## src/rtl/tinyrv1_pkg.sv

```systemverilog
// Shared TinyRV1 pipeline types: branch kinds and X-stage squash FSM states.
package tinyrv1_pkg;

    typedef enum logic [1:0] {
        BR_NONE = 2'b00,
        BR_BEQ  = 2'b01,
        BR_BNE  = 2'b10,
        BR_JAL  = 2'b11
    } br_type_t;

    typedef enum logic {
        RUN    = 1'b0,
        SQUASH = 1'b1
    } squash_state_t;

endpackage

```

## src/rtl/EqComparator_32b_RTL.sv

```systemverilog
// 32-bit equality comparator fed from the X-stage operand register.
module EqComparator_32b_RTL (
    input  logic [31:0] in0,
    input  logic [31:0] in1,
    output logic        eq
);

    assign eq = (in0 == in1);

endmodule

```

## src/rtl/branch_resolve_x.sv

```systemverilog
// X-stage branch resolution: D->X register, beq/bne/jal resolve, registered
// redirect, wrong-path squash FSM and saturating taken-branch counter.
module branch_resolve_x
    import tinyrv1_pkg::*;
#(
    parameter int unsigned SQUASH_CYCLES = 2,
    parameter int unsigned CNT_W         = 16
) (
    input  logic             clk,
    input  logic             reset,
    input  logic             d_val,
    output logic             d_rdy,
    input  logic [1:0]       d_br_type,
    input  logic [31:0]      d_op0,
    input  logic [31:0]      d_op1,
    input  logic [31:0]      d_pc,
    input  logic [31:0]      d_imm,
    output logic [31:0]      cmp_in0,
    output logic [31:0]      cmp_in1,
    input  logic             cmp_eq,
    output logic             x_val,
    input  logic             x_rdy,
    output logic [31:0]      x_pc,
    output logic             redirect_val,
    output logic [31:0]      redirect_pc,
    output logic             squash,
    output logic [CNT_W-1:0] taken_count
);

    localparam int unsigned SQ_W = (SQUASH_CYCLES > 1) ? $clog2(SQUASH_CYCLES) : 1;

    logic              r_x_val;
    br_type_t          r_x_type;
    logic [31:0]       r_x_op0;
    logic [31:0]       r_x_op1;
    logic [31:0]       r_x_pc;
    logic [31:0]       r_x_imm;

    squash_state_t     r_state;
    squash_state_t     w_state_nxt;
    logic [SQ_W-1:0]   r_sq_cnt;
    logic [SQ_W-1:0]   w_sq_cnt_nxt;

    logic              r_redir_val;
    logic [31:0]       r_redir_pc;
    logic [CNT_W-1:0]  r_taken_cnt;

    logic              w_x_fire;
    logic              w_taken;
    logic              w_load;
    logic [31:0]       w_target;
    logic              w_unused_eq;

    // Internal comparator mirrors the exported cmp_* path; resolution uses cmp_eq.
    EqComparator_32b_RTL u_eq (
        .in0 (r_x_op0),
        .in1 (r_x_op1),
        .eq  (w_unused_eq)
    );

    assign d_rdy    = !r_x_val || x_rdy;
    assign w_x_fire = r_x_val && x_rdy;
    assign w_target = r_x_pc + r_x_imm;
    assign w_load   = d_val && (r_state == RUN) && !w_taken;

    always_comb begin
        w_taken = 1'b0;
        if (w_x_fire) begin
            case (r_x_type)
                BR_BEQ:  w_taken = cmp_eq;
                BR_BNE:  w_taken = !cmp_eq;
                BR_JAL:  w_taken = 1'b1;
                default: w_taken = 1'b0;
            endcase
        end
    end

    always_ff @(posedge clk or negedge reset) begin
        if (!reset) begin
            r_x_val <= 1'b0;
        end else if (d_rdy) begin
            r_x_val <= w_load;
        end
    end

    // Data fields are don't-care while r_x_val is low, so they carry no reset.
    always_ff @(posedge clk) begin
        if (d_rdy && w_load) begin
            r_x_type <= br_type_t'(d_br_type);
            r_x_op0  <= d_op0;
            r_x_op1  <= d_op1;
            r_x_pc   <= d_pc;
            r_x_imm  <= d_imm;
        end
    end

    always_comb begin
        w_state_nxt  = r_state;
        w_sq_cnt_nxt = r_sq_cnt;
        case (r_state)
            RUN: begin
                if (w_taken && (SQUASH_CYCLES > 1)) begin
                    w_state_nxt  = SQUASH;
                    w_sq_cnt_nxt = SQ_W'(SQUASH_CYCLES - 1);
                end
            end
            SQUASH: begin
                if (r_sq_cnt == SQ_W'(1)) begin
                    w_state_nxt  = RUN;
                    w_sq_cnt_nxt = '0;
                end else begin
                    w_sq_cnt_nxt = r_sq_cnt - SQ_W'(1);
                end
            end
            default: begin
                w_state_nxt  = RUN;
                w_sq_cnt_nxt = '0;
            end
        endcase
    end

    always_ff @(posedge clk or negedge reset) begin
        if (!reset) begin
            r_state     <= RUN;
            r_sq_cnt    <= '0;
            r_redir_val <= 1'b0;
            r_redir_pc  <= '0;
            r_taken_cnt <= '0;
        end else begin
            r_state     <= w_state_nxt;
            r_sq_cnt    <= w_sq_cnt_nxt;
            r_redir_val <= w_taken;
            if (w_taken) begin
                r_redir_pc <= w_target;
                if (r_taken_cnt != '1) begin
                    r_taken_cnt <= r_taken_cnt + CNT_W'(1);
                end
            end
        end
    end

    assign cmp_in0      = r_x_op0;
    assign cmp_in1      = r_x_op1;
    assign x_val        = r_x_val;
    assign x_pc         = r_x_pc;
    assign redirect_val = r_redir_val;
    assign redirect_pc  = r_redir_pc;
    assign squash       = (r_state == SQUASH) || r_redir_val;
    assign taken_count  = r_taken_cnt;

endmodule
```

## config.mk

```make
export PLATFORM = sky130hd
export DESIGN_NAME = branch_resolve_x
export DESIGN_NICKNAME = d
export VERILOG_FILES = /design/src/rtl/tinyrv1_pkg.sv /design/src/rtl/EqComparator_32b_RTL.sv /design/src/rtl/branch_resolve_x.sv
export SDC_FILE = /design/constraint.sdc
export NUM_CORES = 1
export LEC_CHECK = 0
export CORE_MARGIN = 4
export CORE_UTILIZATION = 45
export CTS_CLUSTER_SIZE = 28
export DETAILED_ROUTE_END_ITERATION = 7
export PLACE_DENSITY = 0.91
export SLEW_MARGIN = 20
export SYNTH_ARGS = -nofsm -noshare
export SYNTH_HDL_FRONTEND = slang
export SYNTH_SLANG_ARGS = --single-unit
```

## constraint.sdc

```tcl
create_clock -name clk -period 10 [get_ports clk]
set_clock_uncertainty 0.15 [all_clocks]
set_input_delay 1 -clock clk [delete_from_list [all_inputs] [get_ports clk]]
set_output_delay 1 -clock clk [all_outputs]
set_load 0.01 [all_outputs]
```

# Yosys cells after proc, flatten, opt, wreduce, memory -nomap -nowiden

Index checks and enable logic that the tools add are counted.

Flip-flop bits (word level): 182
Input port bits: 135
Output and inout port bits: 148
Logic and storage cells: 38

Add/subtract/negate cells: 3
Eq/ne operators: 5
Mux-type cells: 8
Bitwise logic cells: 1
Reduce and logical (&&, ||, !) cells: 10

Operators with widths:

| kind                                                                  | count |
|---|---|
| 32-bit adder                                                          | 1 |
| 16-bit by 1-bit adder with 16-bit output, second input constant       | 1 |
| 16-bit != test, second input constant                                 | 1 |
| 1-bit 2-to-1 mux                                                      | 5 |
| 2-bit equality test, second input constant                            | 2 |
| 1-bit logical AND                                                     | 4 |
| 1-bit case mux with 2 select lines                                    | 2 |
| 1-bit logical NOT                                                     | 3 |
| 1-bit case mux with 3 select lines                                    | 1 |
| 2-bit by 1-bit equality test with 1-bit output, second input constant | 1 |
| 1-bit logical OR                                                      | 2 |
| 2-bit != test, second input constant                                  | 1 |
| 2-bit AND reduction                                                   | 1 |
| 1-bit NOT                                                             | 1 |
| 1-bit subtractor, second input constant                               | 1 |

# Depth between registers and ports, before layout

Depth in word-level cells: 6
Gate-level depth with buffers: 8

# Worst setup path before layout

OpenSTA, ideal clock, no wires.

Path type: input port to flip-flop
Start point: input port cmp_eq
End point: register r_x_op0[0], in the netlist cmp_in0[0], enable pin
Setup time: 0.635 ns
Arrival: 7.725 ns
Path slack: 1.490 ns
Stages on the path: 6
Path through: mux2_2 nand3_1 buf_6 clkbuf_1 nand3b_1 nor2b_1

Longest elaborated chain between the ends: 6

Ends and longest elaborated chain:

| element                                | RTL line               | RTL |
|---|---|---|
| start: declaration                     | branch_resolve_x.sv:20 | `input logic cmp_eq,` |
| 1-bit logical NOT                      | branch_resolve_x.sv:71 | `BR_BNE: w_taken = !cmp_eq;` |
| 1-bit case mux with 3 select lines (*) | branch_resolve_x.sv:69 | `case (r_x_type)` |
| 1-bit 2-to-1 mux (*)                   | branch_resolve_x.sv:68 | `if (w_x_fire) begin` |
| 1-bit logical NOT (*)                  | branch_resolve_x.sv:64 | `assign w_load = d_val && (r_state == RUN) && !w_taken;` |
| 1-bit logical AND (*)                  | branch_resolve_x.sv:64 |  |
| 1-bit logical AND (*)                  | branch_resolve_x.sv:88 | `if (d_rdy && w_load) begin` |
| end signal: assignment                 | branch_resolve_x.sv:90 | `r_x_op0 <= d_op0;` |
| end: declaration                       | branch_resolve_x.sv:34 | `logic [31:0] r_x_op0;` |

Mark *: on every way between the ends. The rest lies on a longest branch, timed or not.
A chain may end at the register's enable or synchronous reset.

# Worst setup path in the final report

Start point: input port cmp_eq
End point: register r_x_imm[1], enable pin

Longest elaborated chain between the ends: 6

Ends and longest elaborated chain:

| element                                | RTL line               | RTL |
|---|---|---|
| 1-bit logical NOT                      | branch_resolve_x.sv:71 |  |
| 1-bit case mux with 3 select lines (*) | branch_resolve_x.sv:69 |  |
| 1-bit 2-to-1 mux (*)                   | branch_resolve_x.sv:68 |  |
| 1-bit logical NOT (*)                  | branch_resolve_x.sv:64 |  |
| 1-bit logical AND (*)                  | branch_resolve_x.sv:64 |  |
| 1-bit logical AND (*)                  | branch_resolve_x.sv:88 |  |
| end signal: assignment                 | branch_resolve_x.sv:93 | `r_x_imm <= d_imm;` |
| end: declaration                       | branch_resolve_x.sv:37 | `logic [31:0] r_x_imm;` |

Marks and branches as above.

==> run metrics <==
leading cell type in the layout, fill and taps excluded clkdlybuf4s50_1; Die Wd 141 um; clk_lat worst skew 0.42 ns; CP peak stage delay 0.80 ns; GR Overflow Total 0; Reg-to-Reg End r_x_imm[1]; RR Startpoint r_x_type[0]; Hold EP redirect_pc[4]; post-detailed-route wirelength per cell 18.5 um; Initial Util 45.8%; Synth Flop Type edfxtp_1; Final period util 37.7%; Post-synth EDFFs 130; vias in the first global route 6065; DP Cell Count 1079; CP Data Arrival Time 3.67 ns; largest net degree at the start of global routing 71; Cells after Synth 589; share of cells above drive strength 1 6.43%; leakage power figure 4.35 nW; Async S/R FF share, synth 28.6%; DR vias 5900; die footprint 19800 um2; clock tree sinks 182; synth warn 0; Hold Path Class reg2reg; Layout area overhead 45.1%; outcome completed; first-pass GRT wire length 32100 um; final hold vios 0; ant diodes 0; CP Max Fanout 70; Rows 48; Worst-path clk slew 0.07 ns; headroom to the max-slew limit 42.8%; crit path kind in2reg; final net count 1041; Power Density 215 nW/um2; Synth cell types 63; Top delay family on crit path buffers and inverters; Buf+Inv Stages, Crit Path 3; Setup-failing EPs final 0; DRT antenna net count 0; crit path time final 3.77 ns; total CTS buffers 17; via/cell ratio 5.31; DRT iter0 DRCs 321; Worst-Margin Slew 0.858 ns; TritonCTS clock tree built; # resized after CTS 0; post-synthesis sequential area ratio 65.7%; total core area 17300 um2; GRT Overall Usage 20.8%; r2r setup slk 6.98 ns; area of the mapped netlist 7920 um2; Post-CTS Hold Fix Bufs 0; IO Port Bufs 282; syn_nets 757; Avg Inst Size Synth 13.4 um2; crit-path most repeated cell buf_4; Final GP Congestion 0.898; crit start category input pin; slowest CP cell buf_4; drt drc 0; CP required 9.89 ns; Root Driver clkbuf_16; f_max 0.265 GHz; Post CTS Setup Buffer Count 0; H-tree level count 4; Reg2Reg Depth 6; Max VDD drop 0.128 mV; Max Cap Violations 0; fillers 1277; CP Capture Type flop; WHS Path Cells 2; Seq cells post-synth 182; setup TNS 0 ns; initial antenna violation count 0; Final Max Slew Viols 0; crit-path cells clkdlybuf4s50_1 -> mux2_2 -> nand3_2 -> nand3b_1 -> nor2b_4 -> buf_4 -> buf_4; drt pass-1 iters 5; hpwl dp 15900 um; worst hold start redirect_pc[4]; IO Count 283; RSZ-0062 raised after global routing no; Vert. Die Dim 141 um; crit path from cmp_eq; final WL 20500 um; Clock Tree Buf Depth 2; most frequent cells in the layout clkdlybuf4s50_1 (281), edfxtp_1 (130), nand2_1 (69), dfrtp_1 (52), a21oi_1 (35); Layout Cells excl Fill 1111
==> cell usage after synthesis (all sizes together), types with 15 or more instances <==
| cell | count | area (um2) |
|---|---|---|
| a21o | 15 | 114 |
| nand2 | 69 | 259 |
| dfrtp | 52 | 1300 |
| nand3 | 23 | 115 |
| ha | 32 | 400 |
| a21oi | 35 | 175 |
| xnor2 | 21 | 184 |
| edfxtp | 130 | 3900 |
| nor2 | 23 | 86.3 |
| o21ai | 35 | 190 |
==> sequential cells by signal (all words and copies together), names as in the netlist <==
name and cells:
r_x_type 2, cmp_in1 32, redirect_val 1, cmp_in0 32
taken_count 16, r_sq_cnt 1, r_state 1, r_x_imm 32
redirect_pc 32, x_pc 32, x_val 1
==> worst min-delay path, delay by kind of cell, from the launching register on <==
| kind | cells | cell delay (ns) |
|---|---|---|
| flops | 1 | 0.34 |
| compound gates | 1 | 0.06 |
| simple gates | 1 | 0.05 |
==> worst max path at each step <==
stage	endpoint	depth (start not counted)
6_report	r_x_imm[1]	7
2_1_floorplan	cmp_in0[0]	6
5_1_grt	r_x_imm[1]	7
3_5_place_dp	x_pc[2]	7
4_1_cts	r_x_imm[5]	7
3_3_place_gp	x_pc[2]	7
==> report_power, final <==
part           switching, mW  internal [mW]  leakage (nW)
Combinational          0.385          0.390          2.20
Clock                  0.294          0.351         0.267
Sequential            0.0784          0.973          1.88
==> metal layers <==
layer,track usage [%],share of wire (%),vias to the layer above
met2,36.2,51,284
met5,0,0,-
met1,24.3,38,2780
met4,7.19,2.2,0
met3,6.85,9.0,37
li1,-,-,2799
==> cells by family (layout without fill, tap and decap cells) <==
| logic type | Yosys count | count (layout) | synth area share [%] |
|---|---|---|---|
| AND/OR/NAND/NOR | 159 | 159 | 9.40 |
| AO/OA/AOI/OAI | 152 | 152 | 13.5 |
| adder cells (fa/ha/maj) | 33 | 33 | 5.31 |
| buffers and inverters | 28 | 325 | 2.09 |
| flip-flops | 182 | 182 | 65.7 |
| multiplexers | 3 | 3 | 0.411 |
| XOR/XNOR | 32 | 32 | 3.54 |
==> metrics by stage <==
stage | utilization, % | hold WS (ns) | setup slack [ns] | power, mW | instance area, um2
6_report | 66.4 | 0.329 | 6.23 | 2.47 | 11500
5_1_grt | 66.4 | 0.355 | 6.08 | 2.60 | 11500
4_1_cts | 66.4 | 0.334 | 6.22 | 2.49 | 11500
3_5_place_dp | 63.1 | 0.317 | 5.76 | 1.84 | 10900
3_3_place_gp | 63.1 | 0.309 | 5.85 | 1.82 | 10900
2_1_floorplan | - | 0.297 | 1.49 | 1.45 | 7920
==> layout make-up <==
| cell class | instances | area [um2] | share of cell area [%] |
|---|---|---|---|
| inverters | 7 | 26.3 | 0.229 |
| multi-input cells | 379 | 2560 | 22.3 |
| clock inverters | 14 | 141 | 1.23 |
| flip-flops and latches | 182 | 5200 | 45.3 |
| well taps | 225 | 282 | 2.45 |
| clock buffers | 18 | 429 | 3.74 |
| repair buffers | 286 | 2850 | 24.8 |
No activity file was read; power rests on OpenSTA's default activity.
